==> src/rtl/dlx_mem_pkg.sv <==
// Shared encodings for the data-memory access path: access sizes and the bus master FSM states.
package dlx_mem_pkg;

    localparam logic [1:0] DSIZE_BYTE = 2'b00;
    localparam logic [1:0] DSIZE_HALF = 2'b01;
    localparam logic [1:0] DSIZE_WORD = 2'b10;

    typedef enum logic [1:0] {
        IDLE = 2'd0,
        REQ  = 2'd1,
        DONE = 2'd2
    } dmemState_t;

endpackage

==> src/rtl/dmem_lane_align.sv <==
// Big-endian byte-lane steering: access size and low address bits to byte enables,
// replicated store data and a misalignment flag.
module dmem_lane_align
    import dlx_mem_pkg::*;
(
    input  logic [1:0]  DSize_in,
    input  logic [0:1]  addrLow,
    input  logic [0:31] opB_in,
    output logic [0:3]  be,
    output logic [0:31] wdata,
    output logic        misaligned
);

    always_comb begin
        be         = 4'b1111;
        wdata      = opB_in;
        misaligned = 1'b0;
        case (DSize_in)
            DSIZE_BYTE: begin
                // be[0] is the most significant lane, so lane k is the k-th bit from the left
                be    = 4'b1000 >> addrLow;
                wdata = {4{opB_in[24:31]}};
            end
            DSIZE_HALF: begin
                be         = addrLow[0] ? 4'b0011 : 4'b1100;
                wdata      = {2{opB_in[16:31]}};
                misaligned = addrLow[1];
            end
            default: begin
                misaligned = |addrLow;
            end
        endcase
    end

endmodule

==> src/rtl/dmem_access_unit.sv <==
// Data-memory bus master for the MEM stage: issues one req/ack transaction per access,
// stalls the pipeline meanwhile, and reports misaligned accesses and bus timeouts.
module dmem_access_unit
    import dlx_mem_pkg::*;
#(
    parameter int TIMEOUT_CYCLES = 255,
    parameter int TO_W           = 8
) (
    input  logic        clk,
    input  logic        reset,
    input  logic [0:31] aluResult_in,
    input  logic [0:31] opB_in,
    input  logic        MemWrite_in,
    input  logic        MemToReg_in,
    input  logic [1:0]  DSize_in,
    output logic        dmem_req,
    output logic        dmem_we,
    output logic [0:31] dmem_addr,
    output logic [0:3]  dmem_be,
    output logic [0:31] dmem_wdata,
    input  logic [0:31] dmem_rdata,
    input  logic        dmem_ack,
    output logic [0:31] dMemValue_out,
    output logic        stall_out,
    output logic        misalign_out,
    output logic        buserr_out,
    output dmemState_t  dbgState
);

    // Bus handshake: dmem_req rises with we/addr/be/wdata already stable and stays high,
    // with those fields frozen, until the cycle in which dmem_ack is seen high. dmem_ack is a
    // single-cycle strobe carrying dmem_rdata; an ack seen while dmem_req is low is ignored.

    dmemState_t      state, nextState;
    logic [TO_W-1:0] counter;
    logic            access, misaligned, timeoutHit;
    logic [0:3]      alignBe;
    logic [0:31]     alignWdata;

    dmem_lane_align u_align (
        .DSize_in   (DSize_in),
        .addrLow    (aluResult_in[30:31]),
        .opB_in     (opB_in),
        .be         (alignBe),
        .wdata      (alignWdata),
        .misaligned (misaligned)
    );

    assign access     = MemWrite_in | MemToReg_in;
    assign timeoutHit = (counter == TO_W'(TIMEOUT_CYCLES - 1));
    assign dmem_req   = (state == REQ);
    assign dbgState   = state;

    always_comb begin
        nextState = state;
        stall_out = 1'b0;
        case (state)
            IDLE: begin
                stall_out = access;
                if (access) nextState = misaligned ? DONE : REQ;
            end
            REQ: begin
                stall_out = 1'b1;
                if (dmem_ack || timeoutHit) nextState = DONE;
            end
            default: nextState = IDLE;
        endcase
        // The pipeline must be free to flush while reset is held
        if (reset) stall_out = 1'b0;
    end

    always_ff @(posedge clk) begin
        if (reset) begin
            state         <= IDLE;
            counter       <= '0;
            dmem_we       <= 1'b0;
            dmem_addr     <= '0;
            dmem_be       <= '0;
            dmem_wdata    <= '0;
            dMemValue_out <= '0;
            misalign_out  <= 1'b0;
            buserr_out    <= 1'b0;
        end else begin
            state        <= nextState;
            misalign_out <= 1'b0;
            buserr_out   <= 1'b0;
            case (state)
                IDLE: begin
                    if (access && misaligned) begin
                        misalign_out  <= 1'b1;
                        dMemValue_out <= '0;
                    end else if (access) begin
                        dmem_addr  <= {aluResult_in[0:29], 2'b00};
                        dmem_we    <= MemWrite_in;
                        dmem_be    <= alignBe;
                        dmem_wdata <= alignWdata;
                        counter    <= '0;
                    end
                end
                REQ: begin
                    counter <= counter + 1'b1;
                    // An ack arriving on the timeout cycle still wins
                    if (dmem_ack) begin
                        dMemValue_out <= dmem_we ? '0 : dmem_rdata;
                    end else if (timeoutHit) begin
                        buserr_out    <= 1'b1;
                        dMemValue_out <= '0;
                    end
                end
                default: ;
            endcase
        end
    end

endmodule
==> config.mk <==
export PLATFORM = sky130hd
export DESIGN_NAME = dmem_access_unit
export DESIGN_NICKNAME = d
export VERILOG_FILES = /design/src/rtl/dlx_mem_pkg.sv /design/src/rtl/dmem_lane_align.sv /design/src/rtl/dmem_access_unit.sv
export SDC_FILE = /design/constraint.sdc
export NUM_CORES = 1
export LEC_CHECK = 0
export CAP_MARGIN = 20
export CORE_ASPECT_RATIO = 2
export CORE_MARGIN = 2
export CORE_UTILIZATION = 25
export CTS_CLUSTER_SIZE = 10
export DETAILED_ROUTE_END_ITERATION = 16
export SLEW_MARGIN = 20
export SYNTH_ARGS = -nofsm -noshare
export SYNTH_HDL_FRONTEND = slang
export SYNTH_HIERARCHICAL = 1
export SYNTH_SLANG_ARGS = --single-unit
==> constraint.sdc <==
create_clock -name clk -period 1.8 [get_ports clk]
set_clock_uncertainty 0.15 [all_clocks]
set_input_delay 0.36 -clock clk [delete_from_list [all_inputs] [get_ports clk]]
set_output_delay 0.36 -clock clk [all_outputs]
set_load 0.01 [all_outputs]
; ---- Word-level counts from Yosys, hierarchy flattened
; Cells that the tools add are included.
; W data, S select, Z words.
[totals]
reg_bits = 111
inputBits = 103
output_inout_bits = 107
elab_cells = 55
[op_classes]
n_addsub = 1
n_eq_ne = 8
n_shift = 1
muxes = 20
bitwise_logic = 4
reduce_logical = 12
[op_table]
columns = op, count
row1 = $mux W32, 4
row2 = $pmux W32 S2, 2
row3 = $mux W8, 2
row4 = $pmux W8 S2, 1
row5 = $reduce_and A3 Y1, 3
row6 = $add A8 B1 Y8 const B, 1
row7 = $eq A8 B8 Y1 const B, 1
row8 = $pmux W4 S2, 1
row9 = $mux W2, 3
row10 = $ne A2 B2 Y1 const B, 3
row11 = $eq A2 B1 Y1 const B, 2
row12 = $logic_not A2 Y1, 2
row13 = $mux W4, 1
row14 = $pmux W1 S2, 2
row15 = $pmux W2 S2, 1
row16 = $reduce_or A2 Y1, 2
row17 = $shr A4 B2 Y4 const A, 1
row18 = $mux W1, 3
row19 = $ne A3 B1 Y1 const B, 1
row20 = $not A1 Y1, 3
row21 = $reduce_or A3 Y1, 1
row22 = $ne A2 B1 Y1 const B, 1
row23 = $reduce_and A2 Y1, 1
row24 = $reduce_bool A2 Y1, 1
row25 = 3 further kinds, 3

; ---- Depth between registers and ports, before layout
; Gate-level depths: netlist (run 1).
[depth]
ltp_word = 5
mapped_depth = 9

; ---- Modules after synthesis
; Netlist (run 1), hierarchy kept.
[by_module_without_submodules]
columns = module, n_inst, cells_each, area_each_um2, seq_area_each_um2
row1 = dmem_access_unit, 1, 433, 3890.0, 2222.1
row2 = dmem_lane_align, 1, 63, 523.0, 0.0

; ---- Least setup slack after synthesis (run 1)
; Ideal clock, no wire load.
[synth_timing]
kind = input-to-reg
start = in DSize_in[1]
end = reg counter[5]
t_arrival_ps = 1732
t_required_ps = 1580
slack_ps = -152
cell_stages = 7
n_path_buf = 1
cell_sequence = buf_4 -> a21oi_1 -> nor2_1 -> o21bai_2 -> a21o_1 -> or4_1 -> a21oi_1
[synth_between]
elab_chain_cells = 5
word_cells_on_any_way = 6
[synth_rtl]
columns = element, line
row1 = start: declaration, dmem_access_unit.sv:15  ; input logic [1:0] DSize_in,
row2 = $eq A2 B1 Y1 or $logic_not A2 Y1 (tied branches), dmem_lane_align.sv:18  ; case (DSize_in)
row3 = $pmux W1 S2 (*), dmem_lane_align.sv:18
row4 = named net misaligned, dmem_access_unit.sv:36  ; logic access, misaligned, timeoutHit;
row5 = $logic_and A1 B1 Y1 (*), dmem_access_unit.sv:89  ; if (access && misaligned) begin
row6 = $ne A2 B2 Y1 (no line) (*), n/a
row7 = $reduce_and A3 Y1 (no line) (*), n/a
row8 = end signal: assignment, dmem_access_unit.sv:101  ; counter <= counter + 1'b1;
row9 = end: declaration, dmem_access_unit.sv:35  ; logic [TO_W-1:0] counter;
; Mark *: on every way through the listed nets, which the timed path passes. The rest lies on a longest branch.
; A chain may end at the register's enable or synchronous reset.

; ---- Worst setup path after layout (run 1)
[layout_timing]
start = reg dmem_wdata[3] (netlist name)
end = out dmem_wdata[3] (netlist name)
[layout_rtl]
columns = element, line
row1 = start: declaration, dmem_access_unit.sv:20  ; output logic [0:31] dmem_wdata,
row2 = start signal: assignment, dmem_access_unit.sv:96  ; dmem_wdata <= alignWdata;
; No word-level cell between the ends.

==> results of run 1 <==
-- tightest hold or removal path, delay by kind of cell --
family | cells | cell delay (ns)
AND/OR/NAND/NOR | 1 | 0.06
buffers and inverters | 2 | 0.25
-- final cells by class --
type / count / area (sq um)
diodes: 1 / 2.50
clock buffers: 10 / 239
clock inverters: 6 / 86.3
fillers: 1706 / 9950
inverters: 6 / 22.5
multi-input cells: 337 / 2020
flip-flops and latches: 111 / 2230
well taps: 210 / 263
repair buffers: 243 / 2460
-- metrics by stage --
stage | setup slack (ns) | std cells | util (%)
2_1_floorplan | 0.0246 | 497 | -
3_3_place_gp | -0.571 | 900 | 39.5
3_5_place_dp | -0.577 | 900 | 39.5
4_1_cts | -0.0866 | 921 | 41.9
5_1_grt | 0.000427 | 923 | 42.4
6_report | 0.0336 | 924 | 42.4
-- Yosys cell counts, types with 2 or more instances --
cell | instances | area, sq um
sky130_fd_sc_hd__a2111oi_2 | 2 | 30.0
sky130_fd_sc_hd__a211oi_1 | 3 | 22.5
sky130_fd_sc_hd__a21oi_1 | 71 | 355
sky130_fd_sc_hd__a22o_1 | 32 | 280
sky130_fd_sc_hd__buf_2 | 12 | 60.1
sky130_fd_sc_hd__buf_4 | 16 | 120
sky130_fd_sc_hd__buf_6 | 3 | 33.8
sky130_fd_sc_hd__clkbuf_1 | 12 | 45.0
sky130_fd_sc_hd__dfxtp_1 | 111 | 2220
sky130_fd_sc_hd__ha_1 | 2 | 25.0
sky130_fd_sc_hd__inv_1 | 4 | 15.0
sky130_fd_sc_hd__inv_2 | 2 | 7.51
sky130_fd_sc_hd__mux2_2 | 16 | 180
sky130_fd_sc_hd__mux2i_1 | 8 | 80.1
sky130_fd_sc_hd__nand2_1 | 144 | 541
sky130_fd_sc_hd__nand3_1 | 5 | 25.0
sky130_fd_sc_hd__nor2_1 | 13 | 48.8
sky130_fd_sc_hd__nor3_1 | 2 | 10.0
sky130_fd_sc_hd__o21ai_1 | 4 | 20.0
sky130_fd_sc_hd__o21ai_2 | 6 | 52.6
sky130_fd_sc_hd__o21bai_1 | 4 | 30.0
sky130_fd_sc_hd__xnor2_1 | 4 | 35.0
-- how the worst max path moves through the flow --
stage | slack [ns] | depth (start not counted) | from | to
2_1_floorplan | 0.02 | 7 | DSize_in[0] | counter[5]$_SDFFE_PP0P_
3_3_place_gp | -0.57 | 9 | aluResult_in[31] | dMemValue_out[21]$_SDFFE_PP0P_
3_5_place_dp | -0.58 | 9 | aluResult_in[31] | dMemValue_out[1]$_SDFFE_PP0P_
4_1_cts | -0.09 | 8 | counter[0]$_SDFFE_PP0P_ | dMemValue_out[1]$_SDFFE_PP0P_
5_1_grt | 0.0004 | 1 | dmem_addr[25]$_SDFFE_PP0P_ | dmem_addr[25]
6_report | 0.03 | 1 | dmem_wdata[3]$_SDFFE_PP0P_ | dmem_wdata[3]
-- report_power, final --
part / internal [mW] / switching [mW]
Combinational: 0.721 / 0.605
Clock: 1.16 / 0.988
Sequential: 2.60 / 0.0814
-- what timing repair did --
item                                    4_1_cts  5_1_grt
resized for setup                            32       32
pin swaps                                     3        7
endpoints found under the setup margin      123       63
gates cloned                                  2        0
buffers inserted                              3        2
-- kinds of logic (layout without fill, tap and decap cells) --
group | count (synthesis) | in the layout
DFF | 111 | 111
and+or+nand+nor | 174 | 174
AOI/OAI and AO/OA | 130 | 130
other | 1 | 3
muxes | 24 | 24
buffers and inverters | 49 | 265
adders and majority gates | 2 | 2
xor gates and xnor gates | 5 | 5
-- flip-flops by register name, indices dropped and copies added, names as in the netlist --
signal	cells
buserr_out	1
dMemValue_out	32
counter	8
dbgState	2
dmem_be	4
dmem_wdata	32
misalign_out	1
dmem_addr	30
dmem_we	1
-- per-layer routing --
metal / part of all wire, % / track usage [%] / routed length, microns
met3: 4.7 / 3.06 / 704
met5: 0 / 0 / 0
met2: 56 / 28.8 / 8270
met1: 37 / 16.2 / 5500
met4: 2.7 / 7.32 / 408
==> results_dict.tcl, run 1 <==
set metrics [dict create \
    outcome "completed" \
    most_frequent_standard_cell_in_the_layout_excluding_fill_and_tap_cells "sky130_fd_sc_hd__clkdlybuf4s50_1" \
    setup_tns_ns 0 \
    first_global_vias 4342 \
    worst_hold_slack_ns 0.214 \
    critPathBufInv 1 \
    yosysSeqAreaShare_pct 50.4 \
    synth_to_layout_area_growth_pct 65.8 \
    grt_first_pass_wirelength_microns 22900 \
    detailed_routing_iteration_count_for_the_pre_antenna_repair_pass 4 \
    hold-path-endpoint "buserr_out$_SDFF_PP0_" \
    synth_edf_count 0 \
    routedWlPerCell_microns 16.1 \
    ys_ff_latch 111 \
    pd_cells_nw_per_um2 841 \
    worst_hold_startpoint "reset" \
    clock_insertion_delay_worst_skew_ns 0.35 \
    synthArstFlopShare_pct 0 \
    worstSetupPathType "flop to output pin" \
    via_per_inst 4.59 \
    most-common-layout-cells "165 x sky130_fd_sc_hd__clkdlybuf4s50_1, 144 x sky130_fd_sc_hd__nand2_1, 108 x sky130_fd_sc_hd__dfxtp_1, 70 x sky130_fd_sc_hd__a21oi_1, 32 x sky130_fd_sc_hd__a22o_1" \
    timing.critical_path.cells "clkdlybuf4s50_1" \
    antenna_found_initial 0 \
    grt_start_max_net_pins 45 \
    slew_at_the_pin_closest_to_its_max_slew_limit_ns 0.505 \
    r2r-end "dMemValue_out[10]$_SDFFE_PP0P_" \
    worst-r2r-cell-count 8 \
    finalHoldViolations 0 \
    drc_errors 0 \
    worst_hold_path.num_cells 3 \
    floorplan.initialDensity_pct 25.6 \
    cts_root_buffer "sky130_fd_sc_hd__clkbuf_16" \
    worst_reg2reg_path_startpoint "dbgState[0]$_SDFFE_PP0P_" \
    cts.sink_count 111 \
    synthSimpleGateAreaFrac_pct 16.1 \
    fmax_mhz 566 \
    final_nets 813 \
    synth_top_family_by_area "compound AO/OA/AOI/OAI gates" \
    io_pins 210 \
    rsz_0062_raised_after_global_routing "false" \
    synth.cell_area_sq_um 4410 \
    maxSlewHeadroom_pct 66.3 \
    layout_min_cycle_time_ns 1.77 \
    gp_congestion 0.816 \
    compound_cell_area_share_of_the_yosys_netlist_pct 19.6 \
    cts_buffer_count 9 \
    via_count 4245 \
    synth_flop_type "sky130_fd_sc_hd__dfxtp_1" \
    average_footprint_of_a_synthesized_cell_sq_um 8.90 \
    place.port_buffers 207 \
    worstPathMaxFanout 2 \
    layout-drive-gt1-share_pct 14.3 \
    grt_usage_pct 15.4 \
    final_max_slew_viol_count 0 \
    start_kind "flop" \
    report.final.setup_viol 0 \
    synthDistinctLibCells 42 \
    timing.final.crit_share_pct 98.1 \
    final_area_sq_um 7320 \
    synth.area.mux_share_pct 5.90 \
    postCtsHoldBufs 0 \
    end_kind "output pin" \
    ys.warnings.count 6 \
    p_total_mw 6.16 \
    globalRoute.totalOverflow 0 \
    netlist_instances 496 \
    clockBufferDepth 2 \
    cts.htree.levels 3 \
    worst_path_max_delay_cell "sky130_fd_sc_hd__clkdlybuf4s50_1" \
    synth_fa_ha_area_share_pct 0.567 \
    worst-endpoint-required_ns 1.29 \
    detail_route.iter0.violations 107 \
    cpPeakStageDelay_ns 0.58 \
    path_clk_slew_ns 0.08 \
    yosys.area_share.xor_xnor_pct 0.992 \
    die-width_microns 97.9 \
    route.final.wire_length_microns 14900 \
    hold_removal_path_class "input pin to flop" \
    hpwl_microns 11100 \
    design.die.area_sq_um 18800 \
    cts_tree "yes" \
    timing.max_cap.violations 0 \
    rrSetupSlack_ns 0.11 \
    power.leakage_nw 3.09 \
    floorplan.rows 68 \
    height_of_the_die_microns 192 \
    placement.cell_area_sq_um 6830 \
    drt.antenna.violating_nets 0 \
    fp.coreArea_sq_um 17300 \
    worstPathArrival_ns 1.26 \
    peakVddDrop_mv 0.580 \
    cell_class_contributing_the_biggest_share_of_worst_path_delay "buffers and inverters" \
]
Note: power is estimated with default switching activity, not from simulation.
==> run 2, diff against run 1 <==
--- a/config.mk
+++ b/config.mk
@@ -8,9 +8,10 @@
 export CAP_MARGIN = 20
 export CORE_ASPECT_RATIO = 2
 export CORE_MARGIN = 2
-export CORE_UTILIZATION = 25
+export CORE_UTILIZATION = 37
 export CTS_CLUSTER_SIZE = 10
 export DETAILED_ROUTE_END_ITERATION = 16
+export PLACE_DENSITY = 0.77
 export SLEW_MARGIN = 20
 export SYNTH_ARGS = -nofsm -noshare
 export SYNTH_HDL_FRONTEND = slang
==> constraint.sdc (replaced) <==
create_clock -name clk -period 1.8 [get_ports clk]
set_clock_uncertainty 0.15 [all_clocks]
set_input_delay 0.27 -clock clk [delete_from_list [all_inputs] [get_ports clk]]
set_output_delay 0.27 -clock clk [all_outputs]
set_load 0.01 [all_outputs]
==> run 2 against run 1 <==
Compared with the run above:
- first-iteration DRC count grew 77%
- final cell count down 7.3%
- total power down 3.8%
- combinational power grew 3%
- critical endpoint is now dbgState[0]
==> results_dict.tcl, run 2 (same netlist as run 1, synthesis figures left out) <==
set metrics [dict create \
    floorplan.rows 56 \
    outcome "completed" \
    floorplan.initialDensity_pct 37.7 \
    critical_path_depth 1 \
    clock_insertion_delay_worst_skew_ns 0.35 \
    die-width_microns 81.2 \
    fp.coreArea_sq_um 11700 \
    grt_usage_pct 21.5 \
    grt_first_pass_wirelength_microns 21200 \
    detailedPlace.worstSlack_ns -0.635 \
    hpwl_microns 10200 \
    io_pins 210 \
    cpPeakStageDelay_ns 0.58 \
    design.die.area_sq_um 12900 \
    route.final.wire_length_microns 13700 \
    r2r-end "dMemValue_out[30]$_SDFFE_PP0P_" \
    hold_removal_path_class "input pin to flop" \
    routedWlPerCell_microns 16.0 \
    cell_class_contributing_the_biggest_share_of_worst_path_delay "buffers and inverters" \
    synth_to_layout_area_growth_pct 62.7 \
    via_per_inst 5.00 \
    place.port_buffers 207 \
    antenna_found_initial 0 \
    worst-r2r-cell-count 7 \
    final_nets 813 \
    peakVddDrop_mv 0.579 \
    critical_path.startpoint "dbgState[0]$_SDFFE_PP0P_" \
    timing.max_cap.violations 0 \
    cts_buffer_count 9 \
    detail_route.iter0.violations 189 \
    drc_errors 0 \
    cts.sink_count 111 \
    critPathBufInv 1 \
    gp_congestion 0.811 \
    via_count 4284 \
    report.final.setup_viol 0 \
    start_kind "flop" \
    end_kind "output pin" \
    path_clk_slew_ns 0.07 \
    cts_tree "yes" \
    worstPathArrival_ns 1.35 \
    rrSetupSlack_ns 0.04 \
    worstPathMaxFanout 7 \
    height_of_the_die_microns 158 \
    most_frequent_standard_cell_in_the_layout_excluding_fill_and_tap_cells "sky130_fd_sc_hd__clkdlybuf4s50_1" \
    drt.antenna.violating_nets 0 \
    timing.final.crit_share_pct 98.3 \
    finalHoldViolations 0 \
    layout-drive-gt1-share_pct 13.8 \
    final_cells 857 \
    worst_path_max_delay_cell "sky130_fd_sc_hd__clkdlybuf4s50_1" \
    largestRegisters "dMemValue_out (32), dmem_wdata (32), dmem_addr (30)" \
    first_global_vias 4306 \
    cts_root_buffer "sky130_fd_sc_hd__clkbuf_16" \
    cts.htree.levels 3 \
    grt_start_max_net_pins 38 \
    worst-endpoint-required_ns 1.38 \
    final_max_slew_viol_count 0 \
    detailed_routing_iteration_count_for_the_pre_antenna_repair_pass 4 \
    worst_reg2reg_path_startpoint "counter[0]$_SDFFE_PP0P_" \
    postLayoutSetupSlackWorst_ns 0.0301 \
    rsz_0062_raised_after_global_routing "true" \
    most-common-layout-cells "199 x sky130_fd_sc_hd__clkdlybuf4s50_1, 144 x sky130_fd_sc_hd__nand2_1, 107 x sky130_fd_sc_hd__dfxtp_1, 69 x sky130_fd_sc_hd__a21oi_1, 32 x sky130_fd_sc_hd__a22o_1" \
    num_antenna_cells 0 \
    timing.critical_path.cells "clkdlybuf4s50_1" \
    worstSetupPathType "flop to output pin" \
    globalRoute.totalOverflow 0 \
    fmax_mhz 565 \
    layout_min_cycle_time_ns 1.77 \
    placed_cells 835 \
    clockBufferDepth 2 \
    pd_cells_nw_per_um2 825 \
    critPathCapture "dbgState[0]" \
    power.leakage_nw 2.70 \
    worst_hold_slack_ns 0.196 \
]
-- run 2: cell count changes in the layout (fill, tap and decap cells not counted), moves of 3 or more --
cell	change
sky130_fd_sc_hd__buf_12	+3
sky130_fd_sc_hd__buf_4	-3
sky130_fd_sc_hd__clkdlybuf4s50_1	+34
sky130_fd_sc_hd__dlygate4sd2_1	-14
sky130_fd_sc_hd__dlymetal6s2s_1	-18
-- run 2: worst min-delay path by stage --
stage                                     start                     endpoint  depth (start not counted)
floorplan                              dmem_ack        buserr_out$_SDFF_PP0_                          1
finish                                    reset     dbgState[1]$_SDFFE_PP0P_                          3
CTS                                       reset     dbgState[1]$_SDFFE_PP0P_                          3
global placement      dmem_addr[0]$_SDFFE_PP0P_    dmem_addr[0]$_SDFFE_PP0P_                          2
detailed placement  dmem_wdata[31]$_SDFFE_PP0P_  dmem_wdata[31]$_SDFFE_PP0P_                          2
global route                              reset     dbgState[1]$_SDFFE_PP0P_                          3
-- run 2: timing repair --
item	CTS	global route
pin swaps	6	6
gates resized for setup	17	8
cloned	2	0
hold buffers	0	0
buffers inserted	3	2
setup endpoints to repair	110	75
-- run 2: metrics by stage --
stage               instance area, sq um  TNS [ns]  utilization [%]  total power, mW
floorplan                           4420         0                -             3.28
global placement                    6750    -47.00             57.7             4.00
detailed placement                  6750    -56.74             57.7             4.03
CTS                                 7120    -0.198             60.8             5.97
global route                        7180   -0.0919             61.4             6.19
finish                              7180         0             61.4             5.93
-- run 2: where the power goes --
part	internal [mW]	switching, mW	total [mW]
combinational	0.771	0.596	1.37
clock	0.942	0.923	1.86
sequential	2.60	0.0899	2.69
total	4.32	1.61	5.93
-- run 2: layout make-up --
cell class                 count  area, sq um
sequential                   111         2230
clock inverter                 6         47.5
multi-input combinational    337         1990
timing repair buffer         243         2490
inverter                       6         22.5
fill                         966         4520
tap                          145          181
clock buffer                   9          225
-- run 2: routing by layer --
layer	wire (microns)	global-route usage (%)	part of all wire, %	vias to the layer above
met5	0	0	0	-
li1	-	-	-	2094
met4	575	10.7	4.2	0
met3	1110	6.63	8.1	34
met1	4840	21.6	35	1980
met2	7190	38.8	52	176
